**src/rtl/bp_pkg.sv**
```systemverilog
// Shared encodings and counter constants for the BHT branch predictor.
// The optional gshare mode (BP_GSHARE_EN) lives in branch_predictor_bht.
package bp_pkg;

    typedef enum logic [1:0] {
        BS_UNCOND = 2'b00,
        BS_CONDZ  = 2'b01,
        BS_CONDC  = 2'b10,
        BS_NONE   = 2'b11
    } bs_e;

    localparam int CTR_W_DEF = 2;
    typedef logic [CTR_W_DEF-1:0] ctr_t;

    // Weakly-not-taken: one step below the taken threshold.
    localparam ctr_t CTR_RST = ctr_t'((1 << (CTR_W_DEF - 1)) - 1);

    function automatic logic is_cond(input logic [1:0] bs);
        return (bs == BS_CONDZ) || (bs == BS_CONDC);
    endfunction

endpackage

```
**src/rtl/bp_sat_ctr.sv**
```systemverilog
// One saturating up/down counter of the branch history table.
// Resets to weakly-not-taken; holds at 0 and all-ones.
module bp_sat_ctr #(
    parameter int CTR_W = 2
) (
    input  logic             clk,
    input  logic             rst_n,
    input  logic             en_i,
    input  logic             inc_i,
    output logic [CTR_W-1:0] cnt_o
);

    localparam logic [CTR_W-1:0] CNT_MAX = '1;
    localparam logic [CTR_W-1:0] CNT_RST = CTR_W'((1 << (CTR_W - 1)) - 1);

    logic [CTR_W-1:0] cnt_q, cnt_d;

    always_comb begin
        cnt_d = cnt_q;
        if (en_i) begin
            if (inc_i) begin
                if (cnt_q != CNT_MAX) cnt_d = cnt_q + CTR_W'(1);
            end else begin
                if (cnt_q != '0) cnt_d = cnt_q - CTR_W'(1);
            end
        end
    end

    always_ff @(posedge clk or negedge rst_n) begin
        if (!rst_n) cnt_q <= CNT_RST;
        else        cnt_q <= cnt_d;
    end

    assign cnt_o = cnt_q;

endmodule

```
**src/rtl/branch_predictor_bht.sv**
```systemverilog
// Bimodal branch history table with registered lookup and execute-stage training.
// Define BP_GSHARE_EN to XOR a non-speculative global history into both indices.
module branch_predictor_bht
    import bp_pkg::*;
#(
    parameter int PC_W  = 8,
    parameter int IDX_W = 4,
    parameter int CTR_W = 2
) (
    input  logic             clk,
    input  logic             rst_n,
    input  logic             lu_valid_i,
    input  logic [PC_W-1:0]  lu_pc_i,
    input  logic [1:0]       lu_bs_i,
    output logic             pred_valid_o,
    output logic             pred_taken_o,
    output logic [IDX_W-1:0] pred_ghr_o,
    input  logic             upd_valid_i,
    input  logic [PC_W-1:0]  upd_pc_i,
    input  logic [1:0]       upd_bs_i,
    input  logic             upd_taken_i,
    input  logic [IDX_W-1:0] upd_ghr_i,
    output logic             mispredict_o
);

    localparam int ENTRIES = 2 ** IDX_W;

    logic [ENTRIES-1:0][CTR_W-1:0] ctr;
    logic [IDX_W-1:0] lu_idx, upd_idx, lu_ghr;
    logic             upd_cond;

    assign upd_cond = upd_valid_i && is_cond(upd_bs_i);

`ifdef BP_GSHARE_EN
    logic [IDX_W-1:0] ghr_q, ghr_d;
    logic             unused_pc;

    always_comb begin
        ghr_d = ghr_q;
        if (upd_cond) ghr_d = (ghr_q << 1) | IDX_W'(upd_taken_i);
    end

    always_ff @(posedge clk or negedge rst_n) begin
        if (!rst_n) ghr_q <= '0;
        else        ghr_q <= ghr_d;
    end

    assign lu_idx    = lu_pc_i[IDX_W-1:0] ^ ghr_q;
    assign upd_idx   = upd_pc_i[IDX_W-1:0] ^ upd_ghr_i;
    assign lu_ghr    = ghr_q;
    assign unused_pc = ^{lu_pc_i, upd_pc_i};
`else
    logic unused_in;

    assign lu_idx    = lu_pc_i[IDX_W-1:0];
    assign upd_idx   = upd_pc_i[IDX_W-1:0];
    assign lu_ghr    = '0;
    assign unused_in = ^{lu_pc_i, upd_pc_i, upd_ghr_i};
`endif

    for (genvar i = 0; i < ENTRIES; i++) begin : g_ctr
        bp_sat_ctr #(.CTR_W(CTR_W)) u_ctr (
            .clk   (clk),
            .rst_n (rst_n),
            .en_i  (upd_cond && (upd_idx == IDX_W'(i))),
            .inc_i (upd_taken_i),
            .cnt_o (ctr[i])
        );
    end

    // Reads see the counter before this cycle's training lands (read-before-write).
    logic             lu_msb, upd_msb;
    logic             pred_valid_q, pred_taken_q, mispredict_q;
    logic             pred_taken_d, mispredict_d;
    logic [IDX_W-1:0] pred_ghr_q, pred_ghr_d;

    assign lu_msb  = ctr[lu_idx][CTR_W-1];
    assign upd_msb = ctr[upd_idx][CTR_W-1];

    always_comb begin
        pred_taken_d = 1'b0;
        if (lu_valid_i) begin
            unique case (lu_bs_i)
                BS_UNCOND: pred_taken_d = 1'b1;
                BS_NONE:   pred_taken_d = 1'b0;
                default:   pred_taken_d = lu_msb;
            endcase
        end
        pred_ghr_d   = lu_valid_i ? lu_ghr : '0;
        mispredict_d = upd_cond && (upd_msb != upd_taken_i);
    end

    always_ff @(posedge clk or negedge rst_n) begin
        if (!rst_n) begin
            pred_valid_q <= 1'b0;
            pred_taken_q <= 1'b0;
            pred_ghr_q   <= '0;
            mispredict_q <= 1'b0;
        end else begin
            pred_valid_q <= lu_valid_i;
            pred_taken_q <= pred_taken_d;
            pred_ghr_q   <= pred_ghr_d;
            mispredict_q <= mispredict_d;
        end
    end

    assign pred_valid_o = pred_valid_q;
    assign pred_taken_o = pred_taken_q;
    assign pred_ghr_o   = pred_ghr_q;
    assign mispredict_o = mispredict_q;

endmodule
```
**config.mk**
```make
export PLATFORM = sky130hd
export DESIGN_NAME = branch_predictor_bht
export DESIGN_NICKNAME = d
export VERILOG_FILES = /design/src/rtl/bp_pkg.sv /design/src/rtl/bp_sat_ctr.sv /design/src/rtl/branch_predictor_bht.sv
export SDC_FILE = /design/constraint.sdc
export NUM_CORES = 1
export LEC_CHECK = 0
export CAP_MARGIN = 10
export CORE_ASPECT_RATIO = 0.75
export CORE_MARGIN = 4
export CORE_UTILIZATION = 48
export CTS_CLUSTER_SIZE = 24
export DETAILED_ROUTE_END_ITERATION = 12
export PLACE_DENSITY = 0.74
export SLEW_MARGIN = 10
export SYNTH_ARGS = -nofsm -noshare
export SYNTH_HDL_FRONTEND = slang
export SYNTH_SLANG_ARGS = --single-unit
```
**constraint.sdc**
```tcl
create_clock -name clk -period 1.8 [get_ports clk]
set_clock_uncertainty 0.05 [all_clocks]
set_input_delay 0.27 -clock clk [delete_from_list [all_inputs] [get_ports clk]]
set_output_delay 0.27 -clock clk [all_outputs]
set_load 0.05 [all_outputs]
```
==> results.sh <==
export IMPL_power_internal_w=0.00124
export IMPL_met2_length_um=2680
export IMPL_via_per_inst=6.15
export IMPL_synth_avg_cell_area_sq_um=9.44
export IMPL_ys_warn_count=0
export IMPL_cp_arrival_ns=1.95
export IMPL_p_leak_nw=1.10
export IMPL_fmax_mhz=551
export IMPL_violations="setup timing"
export IMPL_cts_sinks=35
export IMPL_p_switching_w=0.000503
export IMPL_synth_edf_count=0
export IMPL_finalNonFillerCells=342
export IMPL_ys_flop_type="dfrtp_1"
export IMPL_grt_pass1_vias=1966
export IMPL_detail_route_antenna_nets=0
export IMPL_hold_viol_final=0
export IMPL_tritoncts="yes"
export IMPL_fin_ws_ns=-0.0143
export IMPL_num_antenna_cells=0
export IMPL_p_total_w=0.00174
export IMPL_clock_root_buffer="clkbuf_8"
export IMPL_rsz0062_at_grt="yes"
export IMPL_cts_buffers=5
export IMPL_drtIter0Drc=288
export IMPL_r2r_start="g_ctr[11].u_ctr.cnt_o[1]$_DFFE_PN0P_"
export IMPL_cp_startpoint="g_ctr[11].u_ctr.cnt_o[1]$_DFFE_PN0P_"
export IMPL_yosysTopAreaCellShare_pct=21.5
export IMPL_grt_max_degree=36
export IMPL_place_ws_ns=-0.544
export IMPL_cts_max_path_buffers=2
export IMPL_comb_power_share_pct=19.0
export IMPL_post_cts_buffers=0
export IMPL_start_util_pct=49.7
export IMPL_synthesis_area_sq_mm=0.00221
export IMPL_final_core_util_pct=63.8
export IMPL_powerDensity_mw_per_mm2=615
export IMPL_synth_commonest_cells="29 x a21oi_1, 20 x clkbuf_1, 19 x dfrtp_1"
export IMPL_endpoint_kind="flip-flop"
export IMPL_yosysSeqAreaShare_pct=40.6
export IMPL_globalplace_congestion=0.856
export IMPL_tightest_slew_ns=0.498
export IMPL_swShare_pct=28.9
export IMPL_clk_pin_slew_ns=0.07
export IMPL_status="complete, but fails checks"
export IMPL_cp_start_kind="flip-flop"
export IMPL_worstSetupPathType="flip-flop to flip-flop"
export IMPL_dr_wl_met3_um=490
export IMPL_holdWs_ns=0.293
export IMPL_die_w_um=86.3
export IMPL_drv_cap=0
export IMPL_period_share_pct=101
export IMPL_core_sq_mm=0.00444
export IMPL_finalWirelength_um=6000
export IMPL_finalMaxSlewViolations=0
export IMPL_crit_fanout=2
export IMPL_power_frac_seq_pct=49.0
export IMPL_areaGrowthSynthToFinish_pct=28.4
export IMPL_synth_top_area_cell="dfrtp_1"
export IMPL_synth_seq_cells=35
export IMPL_fp_dieH_um=66.7
export IMPL_top_layer_used="met4"
export IMPL_hold_path_class="input pin to asynchronous set/reset pin"
export IMPL_vias=2105
export IMPL_antenna_found_initial=0
export IMPL_min_period_ns=1.81
export IMPL_relSlewSlack_pct=66.7
export IMPL_track_usage_pct=22.5
export IMPL_met1_length_um=2660
export IMPL_synth_cells=234
export IMPL_p_clk_share_pct=32.0
export IMPL_drcViolationCount=0
export IMPL_htree_levels=2
export IMPL_grt_pass1_wl_um=9750
export IMPL_die_area_sq_mm=0.00576
export IMPL_drive_gt1_share_pct=29.8
export IMPL_clk_latency_ns=0.29
export IMPL_firstDrtPassIters=4
export IMPL_setup_viol=1
export IMPL_place_inst=334
export IMPL_final_nets=314
export IMPL_num_rows=21
export IMPL_wl_per_cell_um=17.5
export IMPL_async_flop_share_pct=100
export IMPL_synth_most_common_cell="a21oi_1"
export IMPL_synth_cell_types=40
export IMPL_io_pins=36
export IMPL_synth_area_top_cells="dfrtp_1 22%, dfstp_2 19%, a21oi_1 6.6%, o31ai_1 5.4%, mux4_2 5.1%"
export IMPL_dpl_hpwl_um=4380
export IMPL_overflow=0
export IMPL_ir_drop_mv=0.370
export IMPL_place_port_buffers=19
export IMPL_cp_data_required_time_ns=1.93
## layout make-up
type	count	area [sq um]
Fill cell	375	1610
Multi-Input combinational cell	169	1180
Sequential cell	35	896
Timing Repair Buffer	65	572
Tap cell	57	71.3
Clock buffer	5	68.8
Inverter	8	30.0
Clock inverter	3	15.0
## power by group through the flow
stage	Clock [W]	Combinational [W]	Sequential (W)
CTS	0.000571	0.000331	0.000854
detailed placement	0	0.000330	0.000868
finish	0.000558	0.000332	0.000854
global placement	0	0.000323	0.000866
floorplan	0	0.000168	0.000879
global route	0.000609	0.000359	0.000860
## critical path, cell delays in order, from the launching register on
cell and delay, ns:
dfrtp_1 0.42, mux4_2 0.47, mux4_2 0.49, xnor2_1 0.13, and3_1 0.16
## what timing repair did
action,CTS,global route
pin swaps,2,1
endpoints found under the setup margin,1,6
hold buffers,0,0
gates cloned,0,0
gates resized for setup,3,3
## sequential cells by signal, indices dropped and copies added, names as in the netlist
register and cells:
g_ctr.u_ctr.cnt_o 32, pred_valid_o 1, mispredict_o 1, pred_taken_o 1
## cell families after synthesis
kind of cell | synth area share (%)
other | 0.170
flip-flops | 40.6
AND/OR/NAND/NOR | 12.7
buffers and inverters | 6.63
XOR/XNOR | 0.793
multiplexers | 9.29
adder cells (fa/ha/maj) | 0.566
AO/OA/AOI/OAI | 29.3
## cell usage in the layout (no fill, tap or decap), types with 7 or more instances in the layout
cell type        count
buf_4               43
a21oi_1             29
dfrtp_1             19
nand2_1             18
o31ai_1             16
a31oi_1             16
dfstp_2             16
clkdlybuf4s50_1     16
nor3_1              13
o22ai_1             12
a221oi_1             9
inv_1                8
mux4_2               7
## worst paths after layout
| kind | end | slack (ns) | cells after the start |
|---|---|---|---|
| max in group asynchronous | g_ctr[10].u_ctr.cnt_o[0]$_DFFE_PN1P_ | 1.15 | 2 |
| min reg2reg | g_ctr[5].u_ctr.cnt_o[1]$_DFFE_PN0P_ | 0.48 | 2 |
| max | mispredict_o$_DFF_PN0_ | -0.01 | 4 |
| min | g_ctr[9].u_ctr.cnt_o[1]$_DFFE_PN0P_ | 0.29 | 2 |
| min in group clk | pred_valid_o$_DFF_PN0_ | 0.46 | 1 |
| max reg2reg | mispredict_o$_DFF_PN0_ | -0.01 | 4 |
## routing by layer
metal | vias to the layer above | GRT usage, %
li1 | 1016 | -
met1 | 997 | 30.1
met3 | 16 | 6.30
met4 | 0 | 9.53
met2 | 76 | 34.2
met5 | - | 0
## metrics by stage
stage / TNS [ns] / instance area, sq um
after global placement: -4.51 / 2740
after detailed placement: -5.69 / 2740
after CTS: -0.0162 / 2820
after global routing: -0.0424 / 2840
after floorplan: 0 / 2210
final: -0.0143 / 2840
Power figures use the tool's default switching activity.
